### src/rtl/i2s_adc_deserializer.sv
// i2s_adc_deserializer: oversamples the CODEC ADC serial pins in the CLOCK_50
// domain and deserializes I2S / left-justified frames into parallel signed
// left/right samples, with one sample_valid pulse per stereo frame.
// Optional feature macro: MONO_MIX_EN (adds mono_sample = (L+R)/2).
module i2s_adc_deserializer #(
   parameter int unsigned DATA_W      = 16,
   parameter int unsigned I2S_DELAY   = 1,
   parameter int unsigned SYNC_STAGES = 2
) (
   input  logic              CLOCK_50,
   input  logic              reset,
   input  logic              bclk_in,
   input  logic              lrck_in,
   input  logic              adcdat_in,
   output logic [DATA_W-1:0] left_sample,
   output logic [DATA_W-1:0] right_sample,
   output logic              sample_valid,
   output logic [DATA_W-1:0] mono_sample,
   output logic              frame_err,
   output logic              err_sticky
);

   localparam int unsigned SLOT_LAST = DATA_W + I2S_DELAY;
   localparam int unsigned CNT_W     = $clog2(SLOT_LAST + 1);
   localparam int unsigned SYNC_N    = (SYNC_STAGES < 2) ? 2 : SYNC_STAGES;

   localparam logic [2:0] S_SYNC       = 3'd0;
   localparam logic [2:0] S_LEFT       = 3'd1;
   localparam logic [2:0] S_LEFT_DONE  = 3'd2;
   localparam logic [2:0] S_RIGHT      = 3'd3;
   localparam logic [2:0] S_RIGHT_DONE = 3'd4;

   logic [SYNC_N-1:0] r_bclk_sync, r_lrck_sync, r_dat_sync;
   logic              r_bclk_prev;
   logic              w_bclk, w_lrck, w_dat, w_bclk_rise;

   logic [2:0]        r_state, w_state_nxt;
   logic [CNT_W-1:0]  r_cnt, w_cnt_nxt;
   logic              r_lr_prev, w_lr_prev_nxt;
   logic [DATA_W-1:0] r_shreg, w_shreg_nxt;
   logic [DATA_W-1:0] r_left_hold, w_left_hold_nxt;
   logic [DATA_W-1:0] r_left, w_left_nxt;
   logic [DATA_W-1:0] r_right, w_right_nxt;
   logic              r_valid, w_valid_nxt;
   logic              r_err, w_err_nxt;
   logic              r_sticky;
   logic              w_lr_edge, w_capture, w_done;

   assign w_bclk      = r_bclk_sync[SYNC_N-1];
   assign w_lrck      = r_lrck_sync[SYNC_N-1];
   assign w_dat       = r_dat_sync[SYNC_N-1];
   assign w_bclk_rise = w_bclk & ~r_bclk_prev;

   // Equal-depth synchronizers keep BCLK, LRCK and DATA phase-aligned
   always_ff @(posedge CLOCK_50 or posedge reset) begin
      if (reset) begin
         r_bclk_sync <= '0;
         r_lrck_sync <= '0;
         r_dat_sync  <= '0;
         r_bclk_prev <= 1'b0;
      end else begin
         r_bclk_sync <= {r_bclk_sync[SYNC_N-2:0], bclk_in};
         r_lrck_sync <= {r_lrck_sync[SYNC_N-2:0], lrck_in};
         r_dat_sync  <= {r_dat_sync[SYNC_N-2:0], adcdat_in};
         r_bclk_prev <= w_bclk;
      end
   end

   // Slot tracking, bit capture and frame FSM; everything advances on bclk_rise
   always_comb begin
      w_state_nxt     = r_state;
      w_cnt_nxt       = r_cnt;
      w_lr_prev_nxt   = r_lr_prev;
      w_shreg_nxt     = r_shreg;
      w_left_hold_nxt = r_left_hold;
      w_left_nxt      = r_left;
      w_right_nxt     = r_right;
      w_valid_nxt     = 1'b0;
      w_err_nxt       = 1'b0;
      w_lr_edge       = 1'b0;
      w_capture       = 1'b0;
      w_done          = 1'b0;
      if (w_bclk_rise) begin
         w_lr_prev_nxt = w_lrck;
         w_lr_edge     = w_lrck ^ r_lr_prev;
         if (w_lr_edge)
            w_cnt_nxt = CNT_W'(1);
         else if (r_cnt < CNT_W'(SLOT_LAST))
            w_cnt_nxt = r_cnt + CNT_W'(1);
         // Only edges that advance the count carry data; saturated edges are padding
         w_capture = (w_lr_edge || (r_cnt < CNT_W'(SLOT_LAST))) &&
                     (w_cnt_nxt > CNT_W'(I2S_DELAY));
         if (w_capture)
            w_shreg_nxt = {r_shreg[DATA_W-2:0], w_dat};
         w_done = w_capture && (w_cnt_nxt == CNT_W'(SLOT_LAST));
         case (r_state)
            S_SYNC: begin
               if (w_lr_edge && !w_lrck) w_state_nxt = S_LEFT;
            end
            S_LEFT: begin
               if (w_lr_edge) begin
                  w_err_nxt   = 1'b1;
                  w_state_nxt = w_lrck ? S_SYNC : S_LEFT;
               end else if (w_done) begin
                  w_left_hold_nxt = w_shreg_nxt;
                  w_state_nxt     = S_LEFT_DONE;
               end
            end
            S_LEFT_DONE: begin
               if (w_lr_edge) w_state_nxt = w_lrck ? S_RIGHT : S_LEFT;
            end
            S_RIGHT: begin
               if (w_lr_edge) begin
                  w_err_nxt   = 1'b1;
                  w_state_nxt = w_lrck ? S_SYNC : S_LEFT;
               end else if (w_done) begin
                  w_left_nxt  = r_left_hold;
                  w_right_nxt = w_shreg_nxt;
                  w_valid_nxt = 1'b1;
                  w_state_nxt = S_RIGHT_DONE;
               end
            end
            S_RIGHT_DONE: begin
               if (w_lr_edge) w_state_nxt = w_lrck ? S_SYNC : S_LEFT;
            end
            default: w_state_nxt = S_SYNC;
         endcase
      end
   end

   // State, datapath and registered outputs
   always_ff @(posedge CLOCK_50 or posedge reset) begin
      if (reset) begin
         r_state     <= S_SYNC;
         r_cnt       <= '0;
         r_lr_prev   <= 1'b0;
         r_shreg     <= '0;
         r_left_hold <= '0;
         r_left      <= '0;
         r_right     <= '0;
         r_valid     <= 1'b0;
         r_err       <= 1'b0;
         r_sticky    <= 1'b0;
      end else begin
         r_state     <= w_state_nxt;
         r_cnt       <= w_cnt_nxt;
         r_lr_prev   <= w_lr_prev_nxt;
         r_shreg     <= w_shreg_nxt;
         r_left_hold <= w_left_hold_nxt;
         r_left      <= w_left_nxt;
         r_right     <= w_right_nxt;
         r_valid     <= w_valid_nxt;
         r_err       <= w_err_nxt;
         r_sticky    <= r_sticky | w_err_nxt;
      end
   end

   assign left_sample  = r_left;
   assign right_sample = r_right;
   assign sample_valid = r_valid;
   assign frame_err    = r_err;
   assign err_sticky   = r_sticky;

`ifdef MONO_MIX_EN
   logic [DATA_W:0]   w_mono_sum;
   logic [DATA_W-1:0] r_mono;

   assign w_mono_sum = {w_left_nxt[DATA_W-1], w_left_nxt} +
                       {w_right_nxt[DATA_W-1], w_right_nxt};

   // Mono average tracks the sample registers in the same cycle
   always_ff @(posedge CLOCK_50 or posedge reset) begin
      if (reset) r_mono <= '0;
      else       r_mono <= w_mono_sum[DATA_W:1];
   end

   assign mono_sample = r_mono;
`else
   assign mono_sample = '0;
`endif

endmodule

### config.mk
export PLATFORM = sky130hd
export DESIGN_NAME = i2s_adc_deserializer
export DESIGN_NICKNAME = d
export VERILOG_FILES = /design/src/rtl/i2s_adc_deserializer.sv
export SDC_FILE = /design/constraint.sdc
export NUM_CORES = 1
export LEC_CHECK = 0
export CAP_MARGIN = 15
export CORE_MARGIN = 3
export CORE_UTILIZATION = 25
export DETAILED_ROUTE_END_ITERATION = 8
export HOLD_SLACK_MARGIN = 0.15
export SLEW_MARGIN = 20
export SYNTH_ARGS = -nofsm -noshare
export SYNTH_HDL_FRONTEND = slang
export SYNTH_SLANG_ARGS = --single-unit
### constraint.sdc
create_clock -name CLOCK_50 -period 5 [get_ports CLOCK_50]
set_input_delay 0.5 -clock CLOCK_50 [delete_from_list [all_inputs] [get_ports CLOCK_50]]
set_output_delay 0.5 -clock CLOCK_50 [all_outputs]
set_load 0.03 [all_outputs]
==> parameters.txt, run 1 <==
Parameter                              Value

Synth
  Netlist Area Pre-Place ... 3583 um^2
  Synthesis-stage register bit count ... 82
  Number of instances in the synthesized netlist ... 257
  Count of cell types in the netlist ... 46
  Prevailing post-synth register cell ... dfrtp_1
  Fraction of synthesis flops using an asynchronous set or reset pin ... 100.0%
  Syn. warnings ... 0
  Sequential area share after synthesis ... 57.26%
  Number of enable-type register cells in the synthesized netlist ... 0
  Avg Cell Area, Syn ... 13.94 um^2

Routing
  Number of design-rule violations left by the first detailed-router iteration ... 82
  Count of TritonRoute iterations in the first routing pass ... 5
  Via count normalized by instance count ... 4.254
  Remaining number of nets flagged by the antenna check after routing ... 0
  Residual DRC count ... 0
  Routed wire length per instance ... 13.35 um
  Vias ... 2025
  Drt total wl ... 6356 um

STA
  Maximum clock skew at final layout ... 11.54 ps
  Max transition margin ... 32.78%
  Number of pins with negative max-slew slack in the final report ... 0
  Maximum clock frequency ... 345.5 MHz
  Tcrit/Tclk final ... 57.88%
  Actual slew at the worst max-slew pin ... 1005 ps
  Final setup viols ... 0
  Endpoints failing hold ... 0
  RSZ-0062 raised after global routing ... no
  Hold WS ... 348.4 ps
  Clock period minus final worst setup slack ... 2894 ps
  Setup ws final ... 2106 ps
  Aggregate negative setup slack ... 0 ps

Layout
  Total inserted antenna cells ... 0
  Net count, final ... 298
  Layout overhead on the synthesized area ... 21.51%
  Final core utilization ... 31.25%
  Post-route insts no fill ... 476
  Share of cells above drive strength 1 ... 29.05%
  Fill cell instance count of the final layout ... 1380

Floorplan
  Starting Density ... 25.72%
  Number of rows created at floorplan ... 43
  Die Y-Extent ... 125.7 um
  Placeable core region ... 13930 um^2
  Count of pins on the block boundary ... 56
  Area of the die ... 15810 um^2
  Die span in x ... 125.7 um

Critical path
  Worst flop-to-flop path startpoint ... r_cnt[0]
  Arrival time reported for the critical path endpoint ... 3100 ps
  Largest driver fanout on the critical path ... 16
  Req. time, crit path ... 5210 ps
  Category of the most critical setup path ... reg2reg
  Kind of capture point of the worst setup path ... flop
  R2R Setup Slk ... 2110 ps
  Kind of start point of the critical path ... flop
  Capture point of the worst reg-to-reg path ... r_left_hold[15]
  R2R cell count ... 6

Power
  Power per cell area ... 389.5 nW/um^2
  Leakage power figure ... 1.983 nW
  IR drop worst, VDD ... 0.0002402 V

Clocking
  Post-CTS Resized ... 0
  Setup Fix Bufs, Post-CTS ... 0
  CTS Root Buffer Type ... clkbuf_16
  Clock tree from TritonCTS ... done
  Clock buffers created by TritonCTS ... 9
  Clock latency of the later-clocked register in the worst-skew pair ... 330 ps
  Post-CTS Hold Buffers ... 0
  Clock Pin Slew Worst Setup and Hold Paths ... 60 ps
  CTS Sinks ... 82
  CTS Buffer Depth ... 2
  Number of levels in the clock H-tree ... 3

Min path
  Number of cells traversed by the worst hold path ... 0
  Path class of the lowest-slack min-delay path ... reg2reg
  Terminating pin of the worst hold path ... r_dat_sync[1]
  Source of the worst hold timing path ... r_dat_sync[0]

Placement
  Number of buffer cells added on primary ports ... 39
  Cells after DPL ... 460
  DP HPWL ... 4261 um
  Placement-stage worst setup slack ... 2086 ps
  Gpl congestion ... 0.7514

Global routing
  Total GRT Usage ... 8.339%
  Vias in the first global route ... 2039
  Global-route wire length before repair ... 10690 um
  Total global routing overflow ... 0
  Pin count of the biggest net entering global routing ... 60
  Number of antenna violations at the first check in global routing ... 0

Status
  Run status ... finished, final reports clean

Run
  Maxcap violations ... 0
[power breakdown]
part	switching (mW)	internal (mW)	total [mW]
clock network	0.269	0.442	0.710
registers	0.0708	0.712	0.783
logic	0.105	0.0984	0.203
[worst max path at each step]
stage / start / cells past startpoint / slack (ps) / endpoint
6_report: r_cnt[0] / 6 / 2110 / r_left_hold[15]
5_1_grt: r_cnt[0] / 6 / 1840 / r_left_hold[15]
4_1_cts: r_lrck_sync[1] / 6 / 2090 / r_left_hold[15]
3_5_place_dp: r_lrck_sync[1] / 6 / 2090 / r_left_hold[3]
3_3_place_gp: r_lrck_sync[1] / 6 / 2230 / r_left_hold[14]
2_1_floorplan: reset / 1 / 2390 / err_sticky
[cell families after synthesis]
group	after synthesis	share of synthesized area (%)
buf+inv	36	7.402
flops	82	57.26
fa+ha+maj	2	0.6982
simple gates	43	6.879
other cells	1	0.1046
compound gates	29	5.447
mux	64	22.21
[cells in the final DEF, fill, tap and decap left out, types with 2 or more instances in the layout]
cell	count
dfrtp_1	82
mux2_2	40
clkdlybuf4s50_1	39
mux2_4	20
conb_1	16
o21ai_0	11
nand2_1	10
clkbuf_16	9
nand3_1	6
nor2_1	6
a21oi_1	5
mux2_1	4
inv_1	3
nor2b_1	3
nand2b_1	2
nor3_1	2
o31ai_1	2
nand4_1	2
clkinv_2	2
ha_1	2
bufinv_16	2
clkinv_4	2
inv_6	2
[metrics by stage]
step	area, um^2	power, mW
5_1_grt	4354	1.779
3_5_place_dp	4029	0.9972
3_3_place_gp	4029	0.9876
4_1_cts	4354	1.714
6_report	4354	1.696
2_1_floorplan	3640	0.9750
[worst max-delay path, stage by stage (launching register included)]
cell and delay [ps]:
dfrtp_1 510, ha_1 300, nand3_1 120, nor3_1 300, o311ai_2 250, nor3_4 870, mux2_2 420
[layer usage]
layer | global-route usage, % | vias to the layer above | part of all wire, % | wire length, um
met5 | 0 | - | 0 | 0
met4 | 2.487 | 0 | 0.94 | 60
met3 | 2.629 | 7 | 4.1 | 258
met2 | 12.27 | 47 | 45 | 2862
met1 | 11.79 | 1031 | 50 | 3174
li1 | - | 940 | - | -
[sequential cells by signal, summed over array words and instances (netlist names)]
register and flops:
r_left_hold 16, left_sample 16, r_shreg 15, r_lr_prev 1
r_lrck_sync 2, sample_valid 1, r_bclk_prev 1, frame_err 1
r_bclk_sync 2, err_sticky 1, r_cnt 5, right_sample 16
r_dat_sync 2, r_state 3
[cells in the mapped netlist, types with 3 or more instances]
master	n	area share (%)
a21oi_1	5	0.70
buf_2	3	0.42
buf_4	17	3.6
buf_6	4	1.3
clkbuf_1	4	0.42
dfrtp_1	82	57
inv_1	4	0.42
mux2_1	4	1.3
mux2_2	40	13
mux2_4	20	8.4
nand2_1	10	1.0
nand3_1	6	0.84
nor2_1	7	0.73
nor2b_1	3	0.52
o21ai_0	11	1.5
[layout make-up]
class	count	area (um^2)	share of cell area (%)
sequential	82	2052	47.13
multi-input combinational	154	1338	30.72
timing repair buffer	40	397.9	9.138
clock buffer	9	225.2	5.172
tap	180	225.2	5.172
clock inverter	7	100.1	2.299
inverter	4	16.27	0.3736
Power figures use the tool's default switching activity.
==> run 2: changes to the inputs <==
- clock period: 5 -> 2.6 ns (I/O delays scaled with it)
==> parameters.txt, run 2 (same netlist as run 1, synthesis figures left out) <==
Parameter                              Value

Clocking
  Post-CTS Resized ... 0 (unchanged)
  Clock buffers created by TritonCTS ... 9 (unchanged)
  Setup Fix Bufs, Post-CTS ... 0 (unchanged)
  CTS Sinks ... 82 (unchanged)
  Number of levels in the clock H-tree ... 3 (unchanged)
  CTS Buffer Depth ... 2 (unchanged)
  Clock Pin Slew Worst Setup and Hold Paths ... 60 ps (about the same)
  Post-CTS Hold Buffers ... 0 (unchanged)
  CTS Root Buffer Type ... clkbuf_16
  Clock latency of the later-clocked register in the worst-skew pair ... 330 ps (about the same)
  Clock tree from TritonCTS ... done

Global routing
  Total global routing overflow ... 0 (unchanged)
  Pin count of the biggest net entering global routing ... 61 (+1.7%)
  Number of antenna violations at the first check in global routing ... 0 (unchanged)
  Total GRT Usage ... 8.292% (-0.047 points)
  Global-route wire length before repair ... 10650 um (-0.39%)
  Vias in the first global route ... 2089 (+2.5%)

Critical path
  Delay of the slowest cell on the worst path ... 480 ps (-390 ps)
  Arrival time reported for the critical path endpoint ... 2620 ps (-480 ps)
  Number of buffer and inverter stages on the critical path ... 1 (+1)
  Origin of the worst setup path ... r_cnt[1]
  Kind of capture point of the worst setup path ... flop
  Req. time, crit path ... 2810 ps (-2400 ps)
  Category of the most critical setup path ... reg2reg
  Largest driver fanout on the critical path ... 16 (unchanged)
  Kind of start point of the critical path ... flop
  Cell type of the slowest stage on the worst timing path ... dfrtp_1
  Top cell family by delay on the critical path ... simple AND/OR/NAND/NOR gates
  Worst flop-to-flop path startpoint ... r_cnt[1]
  Cells along the critical path ... ha_1, nand3_1, nor3_1, o311ai_2, nor3_4, buf_12, mux2_2

Routing
  Wire length on met2 ... 2936 um (+2.6%)
  Residual DRC count ... 0 (unchanged)
  Number of design-rule violations left by the first detailed-router iteration ... 64 (-22%)
  Vias ... 2018 (-0.35%)
  Routed wire length per instance ... 12.86 um (-3.7%)
  Via count normalized by instance count ... 4.169 (-2.0%)
  Drt total wl ... 6225 um (-2.1%)
  Routed length on met3 ... 282 um (+9.3%)
  Remaining number of nets flagged by the antenna check after routing ... 0 (unchanged)
  Highest Signal Layer ... met4
  Routed length on met1 ... 2915 um (-8.2%)
  Count of TritonRoute iterations in the first routing pass ... 4 (-1)

Power
  Power share of the combinational group ... 13.6% (+1.6 points)
  Switching fraction of total power ... 25.70% (-0.51 points)
  Internal power of the cells ... 2.322 mW (+85%)
  IR drop worst, VDD ... 0.0004018 V (+67%)
  Part of the power in the clock network ... 38.5% (-3.4 points)
  Sequential power share ... 47.9% (+1.8 points)
  Leakage power figure ... 2.009 nW (+1.3%)
  Total net switching power ... 0.8029 mW (+81%)
  Power per cell area ... 707.8 nW/um^2 (+82%)

Layout
  Post-route cell area ... 4414 um^2 (+1.4%)
  Leading cell types in the layout, fill and taps excluded ... 82 x dfrtp_1, 40 x mux2_2, 39 x clkdlybuf4s50_1
  Total inserted antenna cells ... 0 (unchanged)
  Net count, final ... 306 (+2.7%)
  Layout overhead on the synthesized area ... 23.18%
  Fill cell instance count of the final layout ... 1363 (-1.2%)
  Share of cells above drive strength 1 ... 30.26% (+1.2 points)
  Most common library cell in the layout ignoring fill and taps ... dfrtp_1
  Final core utilization ... 31.68% (+0.43 points)

Floorplan
  Count of pins on the block boundary ... 56 (unchanged)
  Area of the die ... 15810 um^2 (unchanged)
  Starting Density ... 25.72% (unchanged)
  Number of rows created at floorplan ... 43 (unchanged)
  Die Y-Extent ... 125.7 um (unchanged)
  Placeable core region ... 13930 um^2 (unchanged)
  Die span in x ... 125.7 um (unchanged)

STA
  Clock period minus final worst setup slack ... 2413 ps (-481.0 ps)
  Tcrit/Tclk final ... 92.81% (+35 points)
  Setup ws final ... 187.0 ps (-1919 ps)
  Actual slew at the worst max-slew pin ... 571.7 ps (-433.3 ps)
  RSZ-0062 raised after global routing ... no
  Endpoints failing hold ... 0 (unchanged)
  Final setup viols ... 0 (unchanged)
  Number of pins with negative max-slew slack in the final report ... 0 (unchanged)
  Maximum clock frequency ... 414.4 MHz (+20%)
  Aggregate negative setup slack ... 0 ps (unchanged)
  Max transition margin ... 61.83% (+29 points)
  Maximum clock skew at final layout ... 6.463 ps (-5.076 ps)

Placement
  Cell area after placement ... 4126 um^2 (+2.4%)
  Placement-stage worst setup slack ... 205.8 ps (-1880 ps)
  DP HPWL ... 4342 um (+1.9%)
  Number of buffer cells added on primary ports ... 39 (unchanged)
  Gpl congestion ... 0.7273 (-3.2%)

Min path
  Path class of the lowest-slack min-delay path ... in2async

Run
  Maxcap violations ... 0 (unchanged)

Status
  Run status ... finished, final reports clean
## run 2: changes by cell type in the layout (fill, tap and decap cells not counted)
cell        change
buf_12          +3
inv_6           -2
clkinv_2        +1
clkbuf_1        +2
bufinv_16       -1
clkinvlp_4      +2
buf_4           +5
clkinv_4        -2
## run 2: per-stage QoR
stage	hold slack [ps]	std cells	power [mW]
finish	232.0	484	3.124
detailed placement	337.2	468	1.944
global route	260.2	484	3.293
floorplan	291.4	272	1.875
global placement	334.8	468	1.928
CTS	240.8	484	3.165
## run 2: final timing paths
path / slack, ps / to / depth (start not counted)
max in group asynchronous: 1740 / r_cnt[0] / 3
setup / recovery: 190 / r_left_hold[2] / 7
hold / removal: 230 / err_sticky / 2
setup reg to reg: 190 / r_left_hold[2] / 7
hold reg to reg: 350 / r_dat_sync[1] / 0
min in group CLOCK_50: 350 / r_dat_sync[1] / 0
## run 2: final cells by class
class                      instances  area (um^2)  area share (%)
sequential                        82         2052           46.49
multi-input combinational        154         1338           30.30
timing repair buffer              48        495.5           11.22
clock buffer                      11        232.7           5.272
tap                              180        225.2           5.102
clock inverter                     5        55.05           1.247
inverter                           4        16.27          0.3685
## run 2: power groups by stage
stage / Combinational [mW] / Sequential (mW) / Clock, mW
after floorplan: 0.423 / 1.45 / 0
after detailed placement: 0.427 / 1.52 / 0
after global placement: 0.419 / 1.51 / 0
final: 0.425 / 1.50 / 1.20
after CTS: 0.430 / 1.49 / 1.24
after global routing: 0.469 / 1.51 / 1.32
## run 2: routing by layer
metal | GRT usage, % | vias to the layer above
li1 | - | 959
met1 | 11.16 | 989
met2 | 12.84 | 59
met3 | 2.290 | 11
met4 | 2.997 | 0
met5 | 0 | -
==> run 3: changes to the inputs <==
- CORE_MARGIN: 3 -> unset
- PLACE_DENSITY: unset -> 0.43
==> parameters.txt, run 3 (same netlist as run 1, synthesis figures left out) <==
Parameter                              Value

STA
  Number of pins with negative max-slew slack in the final report ... 0 (unchanged)
  Endpoints failing hold ... 0 (unchanged)
  Max transition margin ... 60.93% (-0.90 points)
  RSZ-0062 raised after global routing ... no
  Maximum clock frequency ... 416.2 MHz (+0.44%)
  Hold WS ... 251.8 ps (+19.80 ps)
  Clock period minus final worst setup slack ... 2402 ps (-10.57 ps)
  Maximum clock skew at final layout ... 5.268 ps (-1.195 ps)
  Tcrit/Tclk final ... 92.40% (-0.41 points)
  Actual slew at the worst max-slew pin ... 585.1 ps (+13.42 ps)
  Aggregate negative setup slack ... 0 ps (unchanged)
  Final setup viols ... 0 (unchanged)

Status
  Run status ... finished, final reports clean

Layout
  Layout overhead on the synthesized area ... 24.41%
  Net count, final ... 306 (unchanged)
  Total inserted antenna cells ... 0 (unchanged)
  Leading cell types in the layout, fill and taps excluded ... 82 x dfrtp_1, 40 x mux2_2, 39 x clkdlybuf4s50_1
  Most common library cell in the layout ignoring fill and taps ... dfrtp_1
  Share of cells above drive strength 1 ... 30.26% (unchanged)

Critical path
  Arrival time reported for the critical path endpoint ... 2620 ps (about the same)
  Req. time, crit path ... 2820 ps (about the same)
  Kind of start point of the critical path ... flop
  Category of the most critical setup path ... reg2reg
  Largest driver fanout on the critical path ... 16 (unchanged)
  Kind of capture point of the worst setup path ... flop

Clocking
  CTS Buffer Depth ... 2 (unchanged)
  Clock latency of the later-clocked register in the worst-skew pair ... 330 ps (about the same)
  Number of levels in the clock H-tree ... 3 (unchanged)
  Clock Pin Slew Worst Setup and Hold Paths ... 60 ps (about the same)
  CTS Root Buffer Type ... clkbuf_16
  Post-CTS Hold Buffers ... 0 (unchanged)
  Clock buffers created by TritonCTS ... 9 (unchanged)
  CTS Sinks ... 82 (unchanged)
  Clock tree from TritonCTS ... done

Placement
  Gpl congestion ... 0.8437 (+16%)
  DP HPWL ... 4182 um (-3.7%)
  Number of buffer cells added on primary ports ... 39 (unchanged)

Run
  Maxcap violations ... 0 (unchanged)

Power
  Power per cell area ... 737.7 nW/um^2 (+4.2%)
  Overall power consumption ... 3.289 mW (+5.3%)
  Leakage power figure ... 2.027 nW (+0.87%)
  IR drop worst, VDD ... 0.0003731 V (-7.1%)

Floorplan
  Placeable core region ... 13930 um^2 (unchanged)
  Die Y-Extent ... 121.7 um (-3.2%)
  Starting Density ... 25.72% (unchanged)
  Number of rows created at floorplan ... 43 (unchanged)
  Die span in x ... 121.7 um (-3.2%)
  Count of pins on the block boundary ... 56 (unchanged)
  Area of the die ... 14820 um^2 (-6.3%)

Routing
  Routed wire length per instance ... 13.55 um (+5.3%)
  Number of design-rule violations left by the first detailed-router iteration ... 103 (+61%)
  Routed length on met1 ... 3156 um (+8.3%)
  Remaining number of nets flagged by the antenna check after routing ... 0 (unchanged)
  Vias ... 2032 (+0.69%)
  Highest Signal Layer ... met4
  Via count normalized by instance count ... 4.198 (+0.69%)
  Count of TritonRoute iterations in the first routing pass ... 4 (unchanged)
  Wire length on met2 ... 3074 um (+4.7%)
  Routed length on met3 ... 239 um (-15%)
  Residual DRC count ... 0 (unchanged)
  Drt total wl ... 6558 um (+5.3%)

Global routing
  Number of antenna violations at the first check in global routing ... 0 (unchanged)
  Total GRT Usage ... 9.949% (+1.7 points)
  Pin count of the biggest net entering global routing ... 59 (-3.3%)
  Vias in the first global route ... 2070 (-0.91%)
  Total global routing overflow ... 0 (unchanged)
  Global-route wire length before repair ... 11070 um (+4.0%)

Min path
  Path class of the lowest-slack min-delay path ... in2async
==> run 3: cell types whose count changed in the layout (fill, tap and decap cells not counted) <==
cell	change
clkinv_2	-2
inv_6	+2
a2111oi_0	-1
a2111oi_1	+1
buf_12	+1
buf_4	-1
bufinv_16	+1
clkinvlp_4	-1
==> run 3: final timing paths <==
check | slack [ps] | to | from | cells past startpoint
min | 250 | r_dat_sync[0] | reset | 2
max in group asynchronous | 1700 | r_left_hold[10] | reset | 3
max reg2reg | 200 | r_left_hold[1] | r_cnt[1] | 7
max | 200 | r_left_hold[1] | r_cnt[1] | 7
min reg2reg | 350 | r_bclk_sync[1] | r_bclk_sync[0] | 0
min in group CLOCK_50 | 350 | r_bclk_sync[1] | r_bclk_sync[0] | 0
==> run 3: timing repair <==
action | 4_1_cts | 5_1_grt
buffers inserted | 0 | 1
gates resized for setup | 0 | 1
setup endpoints to repair | 0 | 15
==> run 3: where the power goes <==
| part | leakage (nW) | internal [mW] | switching [mW] | total (mW) |
|---|---|---|---|---|
| logic | 0.771 | 0.212 | 0.215 | 0.427 |
| registers | 1.10 | 1.37 | 0.126 | 1.50 |
| clock network | 0.151 | 0.849 | 0.517 | 1.37 |
| total | 2.03 | 2.43 | 0.859 | 3.29 |
==> run 3: area by class of cell <==
type | instances | area, um^2
multi-input combinational | 154 | 1339
clock buffer | 11 | 232.7
fill | 1375 | 9477
sequential | 82 | 2052
inverter | 4 | 16.27
tap | 180 | 225.2
clock inverter | 5 | 85.08
timing repair buffer | 48 | 508.0
==> run 3: layer usage <==
metal | vias to the layer above | global-route usage (%)
met5 | - | 0
li1 | 954 | -
met1 | 1017 | 13.21
met3 | 7 | 2.762
met4 | 0 | 4.630
met2 | 54 | 14.95
==> run 3: critical path: stages, from the launching register on <==
cell      delay (ps)
dfrtp_1          490
ha_1             310
nand3_1          120
nor3_1           300
o311ai_2         260
nor3_4           260
buf_12           200
mux2_2           340
==> run 3: per-stage QoR <==
stage          setup WS (ps)  instances  util (%)  instance area [um^2]
6_report               197.5        484     31.99                  4458
5_1_grt               0.3246        484     31.99                  4458
4_1_cts                99.81        483     31.84                  4437
3_5_place_dp           108.1        467     29.56                  4119
3_3_place_gp           172.1        467     29.56                  4119
2_1_floorplan          231.6        272         -                  3640
